--- config.mk ---
export PLATFORM = sky130hd
export DESIGN_NAME = dmem_responder
export DESIGN_NICKNAME = d
export VERILOG_FILES = /design/src/rtl/dmem_responder.sv
export SDC_FILE = /design/constraint.sdc
export NUM_CORES = 2
export LEC_CHECK = 0
export ABC_AREA = 1
export BUFFER_PORTS_ARGS = -buffer_cell sky130_fd_sc_hd__buf_2
export CELL_PAD_IN_SITES_DETAIL_PLACEMENT = 1
export CELL_PAD_IN_SITES_GLOBAL_PLACEMENT = 2
export CORE_ASPECT_RATIO = 1.75
export CORE_MARGIN = 10
export CORE_UTILIZATION = 42
export CTS_CLUSTER_DIAMETER = 80
export CTS_CLUSTER_SIZE = 20
export DETAILED_ROUTE_END_ITERATION = 8
export GPL_ROUTABILITY_DRIVEN = 0
export GPL_TIMING_DRIVEN = 0
export PLACE_DENSITY_LB_ADDON = 0.2
export SLEW_MARGIN = 20
export SYNTH_ARGS = -nofsm -noshare
export SYNTH_HDL_FRONTEND = slang
export SYNTH_SLANG_ARGS = --single-unit
--- constraint.sdc ---
create_clock -name clk -period 7.5 [get_ports clk]
set_input_delay 1.5 -clock clk [delete_from_list [all_inputs] [get_ports clk]]
set_output_delay 1.5 -clock clk [all_outputs]
set_load 0.02 [all_outputs]
--- src/rtl/dmem_responder.sv ---
// Data-memory responder: valid/ready request port, WAIT_CYCLES wait states, one response pulse per request.
// Optional feature: define DMEM_BOUNDS_EN to flag and suppress accesses at or above DEPTH_WORDS*4.
module dmem_responder #(
    parameter int DEPTH_WORDS = 64,
    parameter int WAIT_CYCLES = 2
) (
    input  logic        clk,
    input  logic        reset,
    input  logic        req_valid,
    output logic        req_ready,
    input  logic        req_we,
    input  logic [31:0] req_addr,
    input  logic [31:0] req_wdata,
    input  logic [3:0]  req_be,
    output logic        resp_valid,
    output logic [31:0] resp_rdata,
    output logic        resp_err,
    output logic        busy
);
    localparam int AW = $clog2(DEPTH_WORDS);

    localparam logic [1:0] S_IDLE = 2'd0;
    localparam logic [1:0] S_WAIT = 2'd1;
    localparam logic [1:0] S_RESP = 2'd2;

    typedef struct packed {
        logic        we;
        logic [31:0] addr;
        logic [31:0] wdata;
        logic [3:0]  be;
    } req_t;

    logic [1:0]    state;
    logic [3:0]    cnt;
    req_t          lat;
    req_t          cur;
    logic [31:0]   mem [DEPTH_WORDS];
    logic          accept;
    logic          enter_resp;
    logic [AW-1:0] idx;
    logic          addr_err;
    logic [31:0]   bmask;
    logic          unused_addr;

    assign req_ready  = reset && (state == S_IDLE);
    assign resp_valid = (state == S_RESP);
    assign busy       = (state != S_IDLE);
    assign accept     = req_valid && req_ready;

    // With zero wait states the commit happens on the accept edge, so it must see the live request.
    assign cur        = (state == S_IDLE) ? '{we: req_we, addr: req_addr, wdata: req_wdata, be: req_be} : lat;
    assign enter_resp = (accept && (WAIT_CYCLES == 0)) || ((state == S_WAIT) && (cnt == 4'd1));
    assign idx        = cur.addr[AW+1:2];

`ifdef DMEM_BOUNDS_EN
    assign addr_err = (cur.addr >= 32'(DEPTH_WORDS * 4));
`else
    assign addr_err = 1'b0;
`endif
    assign unused_addr = ^{cur.addr[31:AW+2], cur.addr[1:0]};

    always_comb begin
        bmask = '0;
        for (int i = 0; i < 4; i++) bmask[8*i +: 8] = {8{cur.be[i]}};
    end

    always_ff @(posedge clk) begin
        if (!reset) begin
            state      <= S_IDLE;
            cnt        <= '0;
            lat        <= '0;
            resp_rdata <= '0;
            resp_err   <= 1'b0;
        end else begin
            case (state)
                S_IDLE: if (accept) begin
                    lat   <= cur;
                    cnt   <= 4'(WAIT_CYCLES);
                    state <= (WAIT_CYCLES == 0) ? S_RESP : S_WAIT;
                end
                S_WAIT: begin
                    cnt <= cnt - 4'd1;
                    if (cnt == 4'd1) state <= S_RESP;
                end
                S_RESP:  state <= S_IDLE;
                default: state <= S_IDLE;
            endcase
            if (enter_resp) begin
                resp_rdata <= (cur.we || addr_err) ? 32'h0 : mem[idx];
                resp_err   <= addr_err;
            end
        end
    end

    // Storage is deliberately not reset; gating on reset drops a store still in flight.
    always_ff @(posedge clk) begin
        if (reset && enter_resp && cur.we && !addr_err)
            mem[idx] <= (mem[idx] & ~bmask) | (cur.wdata & bmask);
    end
endmodule
==> metrics.md <==
| Metric | Value |
|---|---|
| WP data required | 8.14 ns |
| Synth async-reset ratio | 0% |
| Fin crit period | 5.812 ns |
| Num rows | 225 |
| Core area | 214800 µm² |
| I/O Pins | 108 |
| Wire per inst | 31.14 µm |
| Die footprint | 235500 µm² |
| Hold-fix buffers, CTS | 0 |
| M3 GR Usage | 5.718% |
| Dominant synthesized flop cell | edfxtp_1 |
| # setup viols final | 0 |
| Final Hold Vio Count | 0 |
| Nets@finish | 9462 |
| Sequential-to-total area share from yosys stat | 69.65% |
| Synth cell types | 31 |
| Clk pin slew, worst setup/hold paths | 0.09 ns |
| DR vias | 69170 |
| Maximum clock path buffer count | 3 |
| Final ANT Viol Nets | 0 |
| Commonest non-fill, non-tap cells in the layout | nand2_1 (5174), edfxtp_1 (2048), nand3_1 (749) |
| Most used cell, CP | nand2_1 |
| Worst path cell trace | buf_2, nand2_1, nand2_2, buf_2, buf_2, nand2_1, nand2_1, nand2_1, nand2_1, nand2_1, nand2_1, nand2_1, nand2_1, nor2_1, nand2_1, nand2_1, o21ai_4, buf_16, buf_16, buf_16 |
| Vias in the first global route | 70850 |
| Worst-Skew Late Latency | 0.84 ns |
| Pleak | 42.78 nW |
| Slew @ Worst Pin | 1.277 ns |
| MaxCap Viol Count | 0 |
| Global-route wire length before repair | 529.1 mm |
| Clock sinks | 2129 |
| DIE WIDTH | 371.1 µm |
| Setup crit start kind | input pin |
| Total power | 27.47 mW |
| Worst path arrival time | 6.46 ns |
| Cell count after placement | 12110 |
| Crit Path Class | in2reg |
| Initial core utilization | 42.19% |
| Number of antenna violations at the first check in global routing | 35 |
| Synth Instances | 8965 |
| Final setup TNS | 0 ns |
| Grt met2 use | 53.83% |
| Die Y | 634.5 µm |
| Post-CTS Setup Inserts | 0 |
| Total CTS buffers | 116 |
| Critical path's slowest cell | buf_2 |
| CTS tree | done |
| Clk_skew | 0.04937 ns |
| IR drop worst, VDD | 209.2 µV |
| Status | finished clean |
| CTS resizes | 0 |
| Grt ovf | 0 |
| DRT iter0 DRCs | 7000 |
| # fillers | 23560 |
| Critical path peak fanout | 24 |
| RSZ-0062 raised after global routing | no |
| Largest net degree at the start of global routing | 31 |
| Crit end category | flip-flop |
| # DRC | 0 |
| Syn_nets | 9039 |
| Final WL | 383.5 mm |
| Number of flops mapped to enable cells by yosys | 2048 |
| All-layer global routing usage | 32.00% |
| Register bit total from synthesis | 2129 |
| 1st-pass router iterations | 7 |
| Share of layout cells above drive strength 1 | 9.065% |
| Vias per std cell | 5.616 |
| DP HPWL | 291.9 mm |
| H-tree lvl count | 3 |
| Final Slew Violations | 0 |
| Post-Syn Area | 90620 µm² |
| Commonest non-fill, non-tap cell in the layout | nand2_1 |
| Cells on Worst Hold Path | 2 |
| Root Buffer | clkbuf_16 |
| Slowest stage delay, CP | 0.70 ns |
| Syn Area/Cell | 10.11 µm² |
| P&R area growth vs syn | 14.92% |
| Rel. slew slack | 14.84% |
| Worst R2R Path Depth | 20 |
| Count of warnings emitted by yosys | 0 |
| GR met1 Demand/Resource | 35.50% |
| Final Non-Filler Cells | 12320 |
| PwrDens | 263.8 nW/µm² |
| Port Buffers | 80 |
| Fin crit share | 77.49% |
| GRT busiest layer | met2 |
| Hold crit path type | reg2reg |
| Hold_ws | 0.4678 ns |
| Max Clk Rate | 172.1 MHz |
worst max-delay path, delay by kind of cell:
| kind | cells | cell delay, ns |
|---|---|---|
| AOI/OAI and AO/OA | 1 | 0.27 |
| buffers and inverters | 6 | 2.02 |
| and+or+nand+nor | 13 | 2.54 |
area by class of cell:
class / instances / area [µm²] / share of cell area [%]
Timing Repair Buffer: 305 / 5766 / 5.536
Multi-Input combinational cell: 6249 / 25800 / 24.78
Sequential cell: 2129 / 63120 / 60.61
Inverter: 61 / 229.0 / 0.2199
Clock inverter: 7 / 65.06 / 0.06247
Tap cell: 2837 / 3550 / 3.408
Buffer: 526 / 2377 / 2.283
Antenna cell: 25 / 62.56 / 0.06007
Clock buffer: 177 / 3174 / 3.048
path summary, 6_finish.rpt:
check	start	endpoint	slack, ns
worst min-delay path	resp_rdata[23]	resp_rdata[23]	0.47
worst max-delay path	req_addr[2]	mem[59][1]	1.69
worst min register to register	resp_rdata[23]	resp_rdata[23]	0.47
worst max register to register	state[1]	mem[59][1]	1.92
metal layers:
metal,vias up,routed length (µm)
met2,2932,185700
li1,30400,-
met4,8,36500
met3,1022,27450
met1,34810,133800
met5,-,55
kinds of logic (layout without fill, tap and decap cells):
group,count (synthesis),count (layout),share of synthesized area [%]
flip-flops,2129,2129,69.65
buffers and inverters,587,1076,2.866
AO/OA/AOI/OAI,133,133,0.7635
multiplexers,36,36,0.3976
other,1,26,0.004138
AND/OR/NAND/NOR,6077,6077,26.29
adder cells (fa/ha/maj),2,2,0.02761
cell usage after synthesis, types with 2 or more instances:
master,number,area share [%]
buf_4,6,0.050
buf_1,44,0.18
o21ai_2,2,0.019
inv_2,5,0.021
or2_1,2,0.014
mux2i_1,36,0.40
edfxtp_1,2048,68
nor2_1,135,0.56
o21ai_0,80,0.44
nand3_1,749,4.1
ha_1,2,0.028
inv_1,55,0.23
buf_2,291,1.6
o21ai_1,4,0.022
nand2_1,5174,21
nor3_2,7,0.077
a21oi_1,44,0.24
nor3_1,2,0.011
dfxtp_1,81,1.8
clkbuf_1,184,0.76
nor4_1,2,0.014
nand2_2,3,0.021
state kept, by name, summed over array words and instances (netlist names):
signal	count
state	2
lat	43
resp_rdata	32
mem	2048
cnt	4
stage by stage:
step / setup slack (ns) / area, µm² / utilization [%]
after floorplan: 1.380 / 90620 / -
after global placement: -6.681 / 94570 / 44.03
after detailed placement: 1.093 / 100800 / 46.93
after CTS: 1.931 / 104100 / 48.44
after global routing: 1.711 / 104100 / 48.46
final: 1.688 / 104100 / 48.49
power by group:
group	leakage, nW	total (mW)	internal, mW	switching (mW)
clock network	1.56	6.91	2.92	3.99
logic	21.9	6.69	1.72	4.97
registers	19.3	13.9	13.8	0.0278
total	42.8	27.5	18.5	8.99
Note: power is estimated with default switching activity, not from simulation.
